==> src/rtl/cmd_pkg.sv <==
// Shared types for the command scheduler: opcodes, FSM states, button bit
// positions and the button-priority decode.
package cmd_pkg;

  localparam int STATE_W = 3;
  localparam int OP_W    = 2;

  localparam int BTN_U = 4;
  localparam int BTN_D = 3;
  localparam int BTN_L = 2;
  localparam int BTN_R = 1;
  localparam int BTN_C = 0;

  typedef enum logic [OP_W-1:0] {
    INC = 2'd0,
    DEC = 2'd1,
    CLR = 2'd2,
    SET = 2'd3
  } op_e;

  typedef enum logic [1:0] {
    IDLE = 2'd0,
    EXEC = 2'd1,
    WAIT = 2'd2
  } fsm_e;

  // Winning opcode when several buttons fire together: L > C > U > D.
  function automatic op_e btnOp(input logic [4:0] btn);
    if (btn[BTN_L]) return CLR;
    if (btn[BTN_C]) return SET;
    if (btn[BTN_U]) return INC;
    return DEC;
  endfunction

endpackage

==> src/rtl/cmd_fifo.sv <==
// Small first-word-fall-through FIFO holding queued scheduler commands.
module cmd_fifo #(
  parameter int DEPTH = 4,
  parameter int WIDTH = 2
) (
  input  logic             clk_i,
  input  logic             rst_ni,
  input  logic             push_i,
  input  logic [WIDTH-1:0] data_i,
  input  logic             pop_i,
  output logic [WIDTH-1:0] data_o,
  output logic             full_o,
  output logic             empty_o
);

  localparam int AW = $clog2(DEPTH);
  localparam logic [AW:0] FULL_CNT = (AW+1)'(DEPTH);

  logic [WIDTH-1:0] mem_q [DEPTH];
  logic [AW-1:0]    wrPtr_q;
  logic [AW-1:0]    rdPtr_q;
  logic [AW:0]      count_q;
  logic             doPush;
  logic             doPop;

  assign full_o  = (count_q == FULL_CNT);
  assign empty_o = (count_q == '0);
  assign doPush  = push_i && !full_o;
  assign doPop   = pop_i && !empty_o;
  assign data_o  = mem_q[rdPtr_q];

  always_ff @(posedge clk_i) begin
    if (doPush) mem_q[wrPtr_q] <= data_i;
  end

  // Pointers wrap naturally because DEPTH is a power of two.
  always_ff @(posedge clk_i or negedge rst_ni) begin
    if (!rst_ni) begin
      wrPtr_q <= '0;
      rdPtr_q <= '0;
      count_q <= '0;
    end else begin
      if (doPush) wrPtr_q <= wrPtr_q + AW'(1);
      if (doPop)  rdPtr_q <= rdPtr_q + AW'(1);
      case ({doPush, doPop})
        2'b10:   count_q <= count_q + (AW+1)'(1);
        2'b01:   count_q <= count_q - (AW+1)'(1);
        default: count_q <= count_q;
      endcase
    end
  end

endmodule

==> src/rtl/cmd_scheduler.sv <==
// Command scheduler: captures button/clap events into holding registers,
// arbitrates them into a FIFO and executes them against the datapath.
module cmd_scheduler
  import cmd_pkg::*;
#(
  parameter int DEPTH   = 4,
  parameter int TIMEOUT = 255
) (
  input  logic               clk_i,
  input  logic               rst_ni,
  input  logic [4:0]         btn_i,
  input  logic               clap_set_i,
  input  logic               done_i,
  output logic [STATE_W-1:0] state_o,
  output logic               set_o,
  output logic               clr_o,
  output logic               busy_o,
  output logic               drop_o,
  output logic               err_o
);

  localparam int CNT_W = (TIMEOUT < 1) ? 1 : $clog2(TIMEOUT + 1);
  localparam logic [CNT_W-1:0] TIMEOUT_CNT = CNT_W'(TIMEOUT);

  logic               btnAny;
  logic               btnMulti;
  logic               btnLost;
  logic               clapLost;
  op_e                btnOpNow;
  logic               unusedBtnR;

  logic               btnHoldValid_q, btnHoldValid_d;
  op_e                btnHoldOp_q, btnHoldOp_d;
  logic               clapHoldValid_q, clapHoldValid_d;
  logic               rrBtn_q, rrBtn_d;
  logic               drop_q;

  logic               grantBtn;
  logic               grantClap;
  logic               fifoPush;
  logic               fifoPop;
  logic               fifoFull;
  logic               fifoEmpty;
  logic [OP_W-1:0]    fifoWrData;
  logic [OP_W-1:0]    fifoRdData;
  op_e                headOp;

  fsm_e               fsm_q;
  op_e                cmd_q;
  logic [STATE_W-1:0] stateVal_q;
  logic               set_q;
  logic               clr_q;
  logic               err_q;
  logic [CNT_W-1:0]   timer_q;

  assign unusedBtnR = btn_i[BTN_R];

  always_comb begin
    btnAny   = btn_i[BTN_L] | btn_i[BTN_C] | btn_i[BTN_U] | btn_i[BTN_D];
    btnMulti = $countones({btn_i[BTN_L], btn_i[BTN_C], btn_i[BTN_U], btn_i[BTN_D]}) > 1;
    btnOpNow = btnOp(btn_i);
    btnLost  = btnAny && (btnHoldValid_q || btnMulti);
    clapLost = clap_set_i && clapHoldValid_q;
  end

  // Round-robin between the two holding registers; fullness is the registered
  // FIFO state, so a same-cycle pop never opens room for a push.
  always_comb begin
    grantBtn   = !fifoFull && btnHoldValid_q && (rrBtn_q || !clapHoldValid_q);
    grantClap  = !fifoFull && clapHoldValid_q && !grantBtn;
    fifoPush   = grantBtn | grantClap;
    fifoWrData = grantBtn ? btnHoldOp_q : SET;

    btnHoldValid_d  = btnHoldValid_q;
    btnHoldOp_d     = btnHoldOp_q;
    clapHoldValid_d = clapHoldValid_q;
    rrBtn_d         = rrBtn_q;

    if (grantBtn) begin
      btnHoldValid_d = 1'b0;
      rrBtn_d        = 1'b0;
    end
    if (grantClap) begin
      clapHoldValid_d = 1'b0;
      rrBtn_d         = 1'b1;
    end
    if (btnAny && !btnHoldValid_q) begin
      btnHoldValid_d = 1'b1;
      btnHoldOp_d    = btnOpNow;
    end
    if (clap_set_i && !clapHoldValid_q) clapHoldValid_d = 1'b1;
  end

  always_ff @(posedge clk_i or negedge rst_ni) begin
    if (!rst_ni) begin
      btnHoldValid_q  <= 1'b0;
      btnHoldOp_q     <= INC;
      clapHoldValid_q <= 1'b0;
      rrBtn_q         <= 1'b1;
      drop_q          <= 1'b0;
    end else begin
      btnHoldValid_q  <= btnHoldValid_d;
      btnHoldOp_q     <= btnHoldOp_d;
      clapHoldValid_q <= clapHoldValid_d;
      rrBtn_q         <= rrBtn_d;
      drop_q          <= btnLost | clapLost;
    end
  end

  cmd_fifo #(
    .DEPTH (DEPTH),
    .WIDTH (OP_W)
  ) u_fifo (
    .clk_i   (clk_i),
    .rst_ni  (rst_ni),
    .push_i  (fifoPush),
    .data_i  (fifoWrData),
    .pop_i   (fifoPop),
    .data_o  (fifoRdData),
    .full_o  (fifoFull),
    .empty_o (fifoEmpty)
  );

  assign headOp  = op_e'(fifoRdData);
  assign fifoPop = (fsm_q == IDLE) && !fifoEmpty;

  // The popped command's effect is registered on entry to EXEC, so strobes and
  // state changes are visible during the EXEC cycle itself.
  always_ff @(posedge clk_i or negedge rst_ni) begin
    if (!rst_ni) begin
      fsm_q      <= IDLE;
      cmd_q      <= INC;
      stateVal_q <= '0;
      set_q      <= 1'b0;
      clr_q      <= 1'b0;
      err_q      <= 1'b0;
      timer_q    <= '0;
    end else begin
      case (fsm_q)
        IDLE: begin
          if (!fifoEmpty) begin
            cmd_q <= headOp;
            fsm_q <= EXEC;
            case (headOp)
              INC:     stateVal_q <= stateVal_q + STATE_W'(1);
              DEC:     stateVal_q <= stateVal_q - STATE_W'(1);
              SET:     set_q      <= 1'b1;
              default: clr_q      <= 1'b1;
            endcase
          end
        end
        EXEC: begin
          set_q <= 1'b0;
          clr_q <= 1'b0;
          if (cmd_q == INC || cmd_q == DEC) begin
            fsm_q <= IDLE;
          end else begin
            fsm_q   <= WAIT;
            timer_q <= '0;
          end
        end
        WAIT: begin
          if (done_i) begin
            fsm_q <= IDLE;
          end else if (timer_q == TIMEOUT_CNT) begin
            err_q <= 1'b1;
            fsm_q <= IDLE;
          end else begin
            timer_q <= timer_q + CNT_W'(1);
          end
        end
        default: fsm_q <= IDLE;
      endcase
    end
  end

  assign state_o = stateVal_q;
  assign set_o   = set_q;
  assign clr_o   = clr_q;
  assign drop_o  = drop_q;
  assign err_o   = err_q;
  assign busy_o  = (fsm_q != IDLE) || !fifoEmpty || btnHoldValid_q || clapHoldValid_q;

endmodule
==> config.mk <==
export PLATFORM = sky130hd
export DESIGN_NAME = cmd_scheduler
export DESIGN_NICKNAME = d
export VERILOG_FILES = /design/src/rtl/cmd_pkg.sv /design/src/rtl/cmd_fifo.sv /design/src/rtl/cmd_scheduler.sv
export SDC_FILE = /design/constraint.sdc
export NUM_CORES = 1
export LEC_CHECK = 0
export BUFFER_PORTS_ARGS = -buffer_cell sky130_fd_sc_hd__buf_4
export CORE_ASPECT_RATIO = 0.7
export CORE_UTILIZATION = 50
export DETAILED_ROUTE_END_ITERATION = 6
export PLACE_DENSITY = 0.75
export SYNTH_ARGS = -nofsm -noshare
export SYNTH_HDL_FRONTEND = slang
export SYNTH_SLANG_ARGS = --single-unit
==> constraint.sdc <==
create_clock -name clk_i -period 2.5 [get_ports clk_i]
set_clock_uncertainty 0.05 [all_clocks]
set_input_delay 0.125 -clock clk_i [delete_from_list [all_inputs] [get_ports clk_i]]
set_output_delay 0.125 -clock clk_i [all_outputs]
set_load 0.05 [all_outputs]
==> results.md <==
* Sw Ratio at 39.0%
* Syn_nets at 178
* Crit path time final at 2.15 ns
* GRT overflow at 0
* # Max-Cap Violations at 0
* Drt pass-1 iters at 4
* Cells after Synth at 159
* Power per cell area at 1290 nW/um^2
* Nets@finish at 200
* Most used cell, CP: inv_1
* Max frequency at 464 MHz
* RSZ-0062 raised after global routing: no
* Worst Path Arrival at 2.31 ns
* RD Place Congestion at 0.698
* Final Cell Area at 2140 um^2
* Clock-pin transition on the worst setup and hold timing paths at 0.07 ns
* Clock H-tree levels at 2
* Clk pwr share at 15.5%
* IO Pins at 17
* # port buffers at 15
* Slowest cell on crit path: dfrtp_1
* Endpoints failing hold at 0
* Via density at 5.21
* WL/cell at 13.3 um
* Crit-path max cell delay at 0.40 ns
* Crit. End Element: flip-flop
* Num CTS Buffers at 5
* Pin count of the biggest net entering global routing at 31
* ANT nets after route at 0
* Routed vias at 1209
* DRT iter0 DRCs at 50
* CTS sink cnt at 38
* CORE AREA at 3540 um^2
* Clk Latency, worst-skew pair at 0.29 ns
* Initial antenna violation count at 0
* TritonCTS clock tree: done
* Final TNS setup at 0 ns
* Cell variety after synth at 41
* ANT cells at 0
* Area grow syn2layout at 14.8%
* Setup-failing EPs final at 0
* Site Rows at 18
* Synthesized area at 1870 um^2
* Max VDD drop at 0.740 mV
* Power share of the sequential group at 40.5%
* WL final at 3090 um
* Status: finished, final reports clean
* Setup bufs post-CTS at 0
* CP max FO at 7
* Vias in the first global route at 1171
* Final worst slack at 0.347 ns
* Yosys warns at 0
* GRT Resource Usage Total at 18.9%
* Tcrit/Tclk final at 86.1%
* Post-DP HPWL at 2340 um
* Place WS at 0.348 ns
* Internal power at 1.69 mW
* Critical path class: flip-flop to flip-flop
* Slew Limit Fails at 0
* Worst-Margin Slew at 0.373 ns
* Relative slew slack at 75.1%
* First-pass GRT wire length at 5340 um
* Part of the Yosys area used for sequential elements at 53.2%
* Clock Path Buffers at 2
* Critical-path cell list: inv_1, nand3_1, o21a_1, inv_1, ha_1, inv_1, fa_1, xor2_1, nor2_1, xor2_1
* Die height at 53.1 um
* Lkg Pwr at 0.951 nW
* Die W at 75.0 um
* Type of the tightest min-delay check: input pin to flip-flop
* Share of layout cells above drive strength 1 at 20.3%
* Die area at 3980 um^2
* # fillers at 296
* Worst Setup Start Kind: flip-flop
* DP Area at 2040 um^2
* Starting Density at 52.8%
* Total net switching power at 1.08 mW
* Clock Tree Root: clkbuf_8
* PnR Total Power at 2.77 mW
* Critical path required time at 2.66 ns
* Synth Area per Inst at 11.7 um^2
* Post-cts resize count at 0
* Residual DRC count at 0
* Comb pwr share at 44.0%
* Yosys reg bits at 38
path summary, 6_finish.rpt:
check                             startpoint                 to  slack, ns  cells after the start
max                        u_fifo.count_q[0]  u_fifo.count_q[2]       0.35                     10
min                                 btn_i[3]             drop_o       0.03                      3
max reg2reg                u_fifo.count_q[0]  u_fifo.count_q[2]       0.35                     10
min reg2reg                            err_o              err_o       0.44                      1
max in group asynchronous             rst_ni            rrBtn_q       1.83                      2
min in group asynchronous             rst_ni         timer_q[5]       0.25                      2
cell usage in the layout (no fill, tap or decap), types with 4 or more instances in the layout:
cell	synthesis	final
and2_1	5	5
o21ai_0	4	4
nand2_1	6	6
nor2_1	8	8
inv_1	15	15
buf_4	0	17
clkbuf_8	0	6
nand2b_1	4	4
a21oi_1	9	9
edfxtp_1	8	8
ha_1	7	7
dfrtp_1	29	29
mux2_2	4	4
xnor2_1	6	6
nor3_1	6	6
worst max-delay path, delay by kind of cell (launching register included):
family,cells,cell delay (ns)
adders and majority gates,2,0.57
DFF,1,0.40
xor gates and xnor gates,2,0.30
and+or+nand+nor,2,0.27
buffers and inverters,3,0.26
AOI/OAI and AO/OA,1,0.23
power groups by stage:
stage	sequential, mW	clock (mW)	combinational, mW
after floorplan	1.22	0	0.824
after detailed placement	1.14	0	1.23
after global routing	1.16	0.468	1.37
after CTS	1.13	0.441	1.24
final	1.12	0.429	1.22
after global placement	1.11	0	1.17
synth_stat cells (all sizes together):
library cell	n	area share, %
a21boi	1	0.40
a22oi	1	0.40
or2	3	1.0
nand2b	4	1.3
inv	15	3.0
nand3	3	0.80
nor3	6	1.6
mux2	4	2.4
nor4	2	1.5
a211oi	1	0.40
nand4	1	0.34
o31a	1	0.47
nor2	8	1.6
and2	5	1.7
a32oi	1	0.47
o21ai	4	1.1
o21a	1	0.40
nor3b	2	1.1
o22ai	1	0.34
ha	7	4.7
clkbuf	1	0.20
dfstp	1	1.4
a31o	2	0.94
and3	3	1.0
and4	2	0.94
a21oi	9	2.4
xor2	3	1.4
nand2	6	1.2
and4b	2	1.1
buf	2	0.54
edfxtp	8	13
mux4	2	2.4
a31oi	2	0.67
dfrtp	29	39
fa	3	3.2
nor2b	3	1.0
mux2i	3	1.6
or3	1	0.34
xnor2	6	2.8
state kept, by name, indices dropped and copies added (netlist names):
register	count
timer_q	8
u_fifo.mem_q	8
state_o	3
u_fifo.count_q	3
btnHoldOp_q	2
fsm_q	2
u_fifo.rdPtr_q	2
u_fifo.wrPtr_q	2
btnHoldValid_q	1
clapHoldValid_q	1
clr_o	1
cmd_q	1
drop_o	1
err_o	1
rrBtn_q	1
set_o	1
layer usage:
metal	global-route usage, %	wire, um	up-vias
met5	0	0	-
met4	5.66	36	0
met3	7.43	135	4
met2	29.1	1470	28
met1	24.7	1440	578
li1	-	-	599
layout make-up:
class | count | area (um^2) | share of cell area, %
clock buffers | 8 | 90.1 | 4.21
inverters | 15 | 56.3 | 2.63
multi-input cells | 103 | 803 | 37.5
flip-flops and latches | 38 | 992 | 46.3
well taps | 50 | 62.6 | 2.92
repair buffers | 18 | 138 | 6.43
metrics by stage:
step                util [%]  hold WS (ns)  std cells
floorplan                  -        -0.221        159
global placement        57.7        0.0154        223
detailed placement      57.7        0.0254        223
CTS                     60.6        0.0193        232
global route            60.6        0.0280        232
finish                  60.6        0.0316        232
timing repair:
item,CTS,global route
hold buffers,1,0
endpoints found under the setup margin,0,0
hold endpoints to repair,29,0
logic make-up (layout without fill, tap and decap cells):
| logic type | Yosys count | after routing | synth area share [%] |
|---|---|---|---|
| buffers and inverters | 18 | 41 | 3.76 |
| DFF | 38 | 38 | 53.2 |
| adders and majority gates | 10 | 10 | 7.91 |
| and+or+nand+nor | 51 | 51 | 16.5 |
| xor gates and xnor gates | 9 | 9 | 4.23 |
| muxes | 9 | 9 | 6.44 |
| AOI/OAI and AO/OA | 24 | 24 | 7.98 |
Note: power is estimated with default switching activity, not from simulation.
